==> config.mk <==
export PLATFORM = sky130hd
export DESIGN_NAME = if_fetch_stage
export DESIGN_NICKNAME = d
export VERILOG_FILES = /design/src/rtl/if_fetch_stage.sv
export SDC_FILE = /design/constraint.sdc
export NUM_CORES = 1
export LEC_CHECK = 0
export BUFFER_PORTS_ARGS = -buffer_cell sky130_fd_sc_hd__buf_2
export CAP_MARGIN = 20
export CORE_MARGIN = 2
export CORE_UTILIZATION = 40
export CTS_CLUSTER_DIAMETER = 80
export DETAILED_ROUTE_END_ITERATION = 8
export HOLD_SLACK_MARGIN = 0.1
export PLACE_DENSITY = 0.66
export SETUP_SLACK_MARGIN = 0.2
export SLEW_MARGIN = 20
export SYNTH_ARGS = -nofsm -noshare
export SYNTH_HDL_FRONTEND = slang
export SYNTH_SLANG_ARGS = --single-unit
==> constraint.sdc <==
create_clock -name clk -period 4.2 [get_ports clk]
set_input_delay 0.21 -clock clk [delete_from_list [all_inputs] [get_ports clk]]
set_output_delay 0.21 -clock clk [all_outputs]
set_load 0.01 [all_outputs]
==> src/rtl/if_fetch_stage.sv <==
// rtl/if_fetch_stage.sv - MIPS instruction-fetch stage: PC, single-outstanding imem fetch, IF/ID handoff
// Optional performance counters are enabled by defining IF_PERF_CNT_EN.
module if_fetch_stage #(
  parameter logic [31:0] RESET_PC = 32'h0000_0000
) (
  input  logic        clk,
  input  logic        rst,
  input  logic        stall,
  input  logic        redirect,
  input  logic [31:0] redirect_pc,
  output logic        imem_req,
  output logic [31:0] imem_addr,
  input  logic        imem_rvalid,
  input  logic [31:0] imem_rdata,
  output logic [31:0] if_pc_plus4,
  output logic [31:0] if_instr,
  output logic        IF_ID_sel,
  output logic        flush
`ifdef IF_PERF_CNT_EN
  ,
  output logic [31:0] fetch_count,
  output logic [31:0] discard_count
`endif
);

  typedef enum logic [1:0] {
    FETCH   = 2'd0,
    WAIT    = 2'd1,
    VALID   = 2'd2,
    DISCARD = 2'd3
  } state_t;

  state_t      state_q, state_d;
  logic [31:0] pc_q, pc_d;
  logic [31:0] instr_buf_q, instr_buf_d;
  logic [31:0] pc4_buf_q, pc4_buf_d;
  logic [31:0] pc_plus4;
  logic [31:0] redirect_target;
  logic        handoff;
  logic        drop;
  logic        unused_redirect_lsbs;

  assign unused_redirect_lsbs = ^redirect_pc[1:0];
  assign pc_plus4        = pc_q + 32'd4;
  assign redirect_target = {redirect_pc[31:2], 2'b00};

  // Overlapped fetch: the handoff cycle already requests the next word.
  assign handoff   = (state_q == VALID) && !stall && !redirect;
  assign IF_ID_sel = !rst && handoff;
  assign flush     = !rst && redirect;
  assign imem_req  = !rst && ((state_q == FETCH) || handoff);
  assign imem_addr = (state_q == VALID) ? pc_plus4 : pc_q;

  assign if_instr    = instr_buf_q;
  assign if_pc_plus4 = pc4_buf_q;

  always_comb begin
    state_d     = state_q;
    pc_d        = pc_q;
    instr_buf_d = instr_buf_q;
    pc4_buf_d   = pc4_buf_q;
    drop        = 1'b0;
    case (state_q)
      FETCH: begin
        state_d = redirect ? DISCARD : WAIT;
      end
      WAIT: begin
        if (redirect) begin
          state_d = imem_rvalid ? FETCH : DISCARD;
          drop    = imem_rvalid;
        end else if (imem_rvalid) begin
          instr_buf_d = imem_rdata;
          pc4_buf_d   = pc_plus4;
          state_d     = VALID;
        end
      end
      VALID: begin
        if (redirect) begin
          state_d = FETCH;
          drop    = 1'b1;
        end else if (!stall) begin
          pc_d    = pc_plus4;
          state_d = WAIT;
        end
      end
      DISCARD: begin
        if (imem_rvalid) begin
          state_d = FETCH;
          drop    = 1'b1;
        end
      end
      default: state_d = FETCH;
    endcase
    if (redirect) begin
      pc_d = redirect_target;
    end
  end

  always_ff @(posedge clk or posedge rst) begin
    if (rst) begin
      state_q     <= FETCH;
      pc_q        <= RESET_PC;
      instr_buf_q <= 32'd0;
      pc4_buf_q   <= 32'd0;
    end else begin
      state_q     <= state_d;
      pc_q        <= pc_d;
      instr_buf_q <= instr_buf_d;
      pc4_buf_q   <= pc4_buf_d;
    end
  end

`ifdef IF_PERF_CNT_EN
  logic [31:0] fetch_count_q, fetch_count_d;
  logic [31:0] discard_count_q, discard_count_d;

  always_comb begin
    fetch_count_d   = fetch_count_q + {31'd0, handoff};
    discard_count_d = discard_count_q + {31'd0, drop};
  end

  always_ff @(posedge clk or posedge rst) begin
    if (rst) begin
      fetch_count_q   <= 32'd0;
      discard_count_q <= 32'd0;
    end else begin
      fetch_count_q   <= fetch_count_d;
      discard_count_q <= discard_count_d;
    end
  end

  assign fetch_count   = fetch_count_q;
  assign discard_count = discard_count_q;
`else
  logic unused_drop;
  assign unused_drop = drop;
`endif

endmodule

Word-level counts from Yosys, hierarchy flattened:

Cells that the tools add are included.
W data, S select, Z words.

* bits in registers: 98
* word-level logic and storage cells: 39
* bits of input ports: 69
* output and inout port bits: 99

* reductions and logical operators: 14
* bitwise operators: 1
* mux-type cells: 12
* $add $sub $neg: 1
* eq/ne operators: 7

Operators with widths (number)
* $mux W32: 4
* $add A32 B3 Y32 const B: 1
* $mux W2: 7
* $pmux W2 S4: 1
* $ne A3 B3 Y1 const B: 2
* $reduce_and A3 Y1: 2
* $logic_and A1 B1 Y1: 5
* $eq A2 B2 Y1 const B: 2
* $logic_not A1 Y1: 3
* $eq A2 B1 Y1 const B: 1
* $logic_not A2 Y1: 1
* $ne A2 B1 Y1 const B: 1
* $ne A2 B2 Y1 const B: 1
* $reduce_and A2 Y1: 1
* $reduce_bool A2 Y1: 1
* $logic_or A1 B1 Y1: 1
* $not A1 Y1: 1

Longest topological paths before layout:

* depth in word-level cells: 5
* mapped depth: 7
* depth with buffers taken out: 6

Worst setup path after synthesis:

No wires, ideal clock.

* path kind: flip-flop to output port
* start point: register pc_q[2]
* end point: output port imem_addr[20]
* path slack: 2.049 ns
* required time: 3.990 ns
* arrival: 1.941 ns
* cell stages (with the launch flop): 7
* buffers on the path: 0
* cell sequence: dfrtp_1 > ha_1 > nand3_2 > nor4_4 > and3_1 > and3_1 > xor2_1

* word-level cells in the longest chain between the ends: 2

Ends and longest elaborated chain
* from (decl): RTL line 34 `logic [31:0] pc_q, pc_d;`
* from (signal assigned): RTL line 107 `pc_q <= pc_d;`
* $add A32 B3 Y32: RTL line 44 `assign pc_plus4 = pc_q + 32'd4;`
* $mux W32: RTL line 52 `assign imem_addr = (state_q == VALID) ? pc_plus4 : pc_q;`
* to (decl): RTL line 12 `output logic [31:0] imem_addr,`

No other way between the ends.

Final worst setup path:

Ends and elaborated chain as after synthesis.

==> results.txt <==
Die ar.: 13700 um^2
Crit path DAT: 2.83 ns
Drt total wl: 13600 um
Cells after Synth: 525
Chip width: 117 um
RSZ-0062 raised after global routing: no
Clk_skew: 0.00873 ns
Worst flop-to-flop path startpoint: state_q[0]
Fin. Hold Viols: 0
Leakage power: 0.00302 uW
Min Tclk post-route: 3.04 ns
Initial antenna violation count: 0
Root buf cell: clkbuf_16
# clock sinks: 94
Die Ht: 117 um
Worst slack, placed: 1.54 ns
Port Buffers: 161
Initial Util: 40.7%
Number of max-cap violations: 0
Synth unique cells: 38
Synthesized cell area: 5100 um^2
Remaining Overflow, GRT: 0
Vias in the first global route: 4274
Io pins: 168
Cts bufs inserted: 9
Hold Crit Start: redirect_pc[17]
Max Slew Vio Count: 0
Number of H-tree levels: 3
CP Max Fanout: 9
Clock latency on the worst-skew pair: 0.35 ns
Hold Crit Depth: 3
PwrDens: 524 nW/um^2
RePlAce Congestion: 0.816
Crit end category: primary output
Reg clk slew, reported paths: 0.07 ns
Share of the synthesized area in the top cell type: 46.2%
Hold Path End: pc_q[17]
Synth top area cells: dfrtp_1 46%, xor2_1 8.1%, mux2_2 7.3%, xnor2_1 6.9%, nand2_1 4.2%
DR WL/cell: 15.2 um
Most frequent cells after synthesis: 94 x dfrtp_1, 57 x nand2_1, 51 x nor2_1, 47 x xor2_1, 40 x xnor2_1
Max rail drop VDD: 191 uV
Async SR Flop Fraction: 100%
Post-synthesis sequential area ratio: 46.2%
Met2 usage: 32.7%
Core outline area: 12500 um^2
M1 GR Usage: 26.7%
Slew headroom: 34.1%
1st-pass router iterations: 4
R2R Setup Slk: 1.80 ns
Antenna Cells: 0
Share of layout cells above drive strength 1: 32.0%
Post-synth EDFFs: 0
Crit start category: register
Busiest grt layer: met2
Worst flop-to-flop path endpoint: pc_q[31]
GRT Overall Usage: 20.3%
Post-route ant nets: 0
Req. time, crit path: 3.99 ns
First-pass GRT wire length: 21200 um
Syn_area_per_cell: 9.71 um^2
Reg2reg path depth: 5
Most common cell in the netlist: dfrtp_1
Worst Hold Class: primary input to register
Via/cell ratio: 4.84
Hpwl dp: 9010 um
Yosys warning count: 0
CP Class: register to primary output
Fill cells: 1184
DRC: 0
Worst setup margin: 1.16 ns
Final Cycle Share: 72.4%
GRT met3 Usage: 3.24%
Yosys reg bits: 94
DRC violation total after the first TritonRoute iteration: 258
Area Overhead vs Synth: 34.9%
Synth area leader: dfrtp_1
Final setup violating endpoints: 0
NumNets Final: 788
Clock tree buffer depth: 2
Top FF cell, synth: dfrtp_1
Highest Clock Rate: 329 MHz
Setup_tns: 0 ns
CTS tree: built
Pin count of the biggest net entering global routing: 92
# rows: 41
Least-Margin Pin Slew: 0.988 ns
Routed via count: 4331
Outcome: finished, final reports clean
[cell families (layout without fill, tap and decap cells)]
family / after synthesis / after routing / share of synthesized area (%)
other cells: 1 / 4 / 0.0736
flops: 94 / 94 / 46.2
compound gates: 62 / 62 / 6.14
fa+ha+maj: 1 / 1 / 0.245
mux: 35 / 35 / 7.68
simple gates: 193 / 193 / 19.8
buf+inv: 52 / 247 / 4.93
xor+xnor: 87 / 87 / 15.0
[metrics by stage]
stage	hold slack, ns	power [uW]	utilization [%]	instance area (um^2)	cells
after detailed placement	0.422	2700	47.4	5940	818
after CTS	0.100	3630	54.8	6850	894
after global placement	0.412	2660	47.4	5940	818
after floorplan	0.303	2180	-	5110	528
after global routing	0.116	3820	54.9	6870	895
final	0.110	3600	54.9	6870	895
[sequential cells by signal (all words and copies together) (netlist names)]
register and cells:
if_instr 32, if_pc_plus4 30, pc_q 30, state_q 2
[routing by layer]
layer / up-vias / part of all wire (%)
met4: 0 / 2.6
met5: - / 0
met3: 24 / 4.6
met2: 112 / 48
li1: 2130 / -
met1: 2065 / 45
[cell type report]
cell class	count	area, um^2	share of cell area, %
Clock buffer	11	233	3.39
Clock inverter	5	83.8	1.22
Inverter	4	17.5	0.255
Multi-Input combinational cell	382	2510	36.5
Sequential cell	94	2350	34.2
Tap cell	172	215	3.13
Timing Repair Buffer	227	1460	21.3
[critical path: stages (launching register included)]
cell and delay [ns]:
dfrtp_1 0.49, ha_1 0.28, nand3_2 0.28, nor4_4 0.60
and3_1 0.32, and3_1 0.20, xor2_1 0.16, buf_2 0.15
[cell usage in the layout (no fill, tap or decap), types with 4 or more instances in the layout]
| cell type | netlist | routed |
|---|---|---|
| nand2_1 | 57 | 57 |
| and3_1 | 5 | 4 |
| xor2_1 | 47 | 47 |
| clkbuf_16 | 0 | 9 |
| buf_2 | 13 | 161 |
| xnor2_1 | 40 | 40 |
| a21oi_1 | 30 | 30 |
| nand4_1 | 17 | 17 |
| nor3_1 | 11 | 11 |
| nor2_1 | 51 | 51 |
| buf_4 | 6 | 5 |
| dlygate4sd3_1 | 0 | 60 |
| mux2_2 | 33 | 33 |
| nand3_1 | 25 | 25 |
| conb_1 | 1 | 4 |
| nor4_4 | 4 | 4 |
| o21ai_0 | 28 | 28 |
| nor4_1 | 5 | 5 |
| dfrtp_1 | 94 | 94 |
[worst max path at each step]
stage,from,to,slack [ns],depth (start not counted)
6_report,pc_q[2],imem_addr[20],1.16,7
5_1_grt,pc_q[2],imem_addr[20],0.97,7
4_1_cts,pc_q[2],imem_addr[20],1.15,7
3_5_place_dp,pc_q[2],imem_addr[20],1.54,7
3_3_place_gp,pc_q[2],imem_addr[20],1.59,7
2_1_floorplan,rst,if_instr[0],1.54,1
[where the power goes]
group          internal, uW  total [uW]  leakage (uW)  switching (uW)
Combinational           597        1260       0.00176             659
Sequential             1240        1470       0.00111             224
Clock                   523         877      0.000146             354
[repair_timing]
action | in CTS | in global routing
resized for setup | 0 | 0
hold buffers | 60 | 0
setup endpoints to repair | 0 | 0
buffers inserted | 0 | 0
hold endpoints to repair | 120 | 0
No activity file was read; power rests on OpenSTA's default activity.
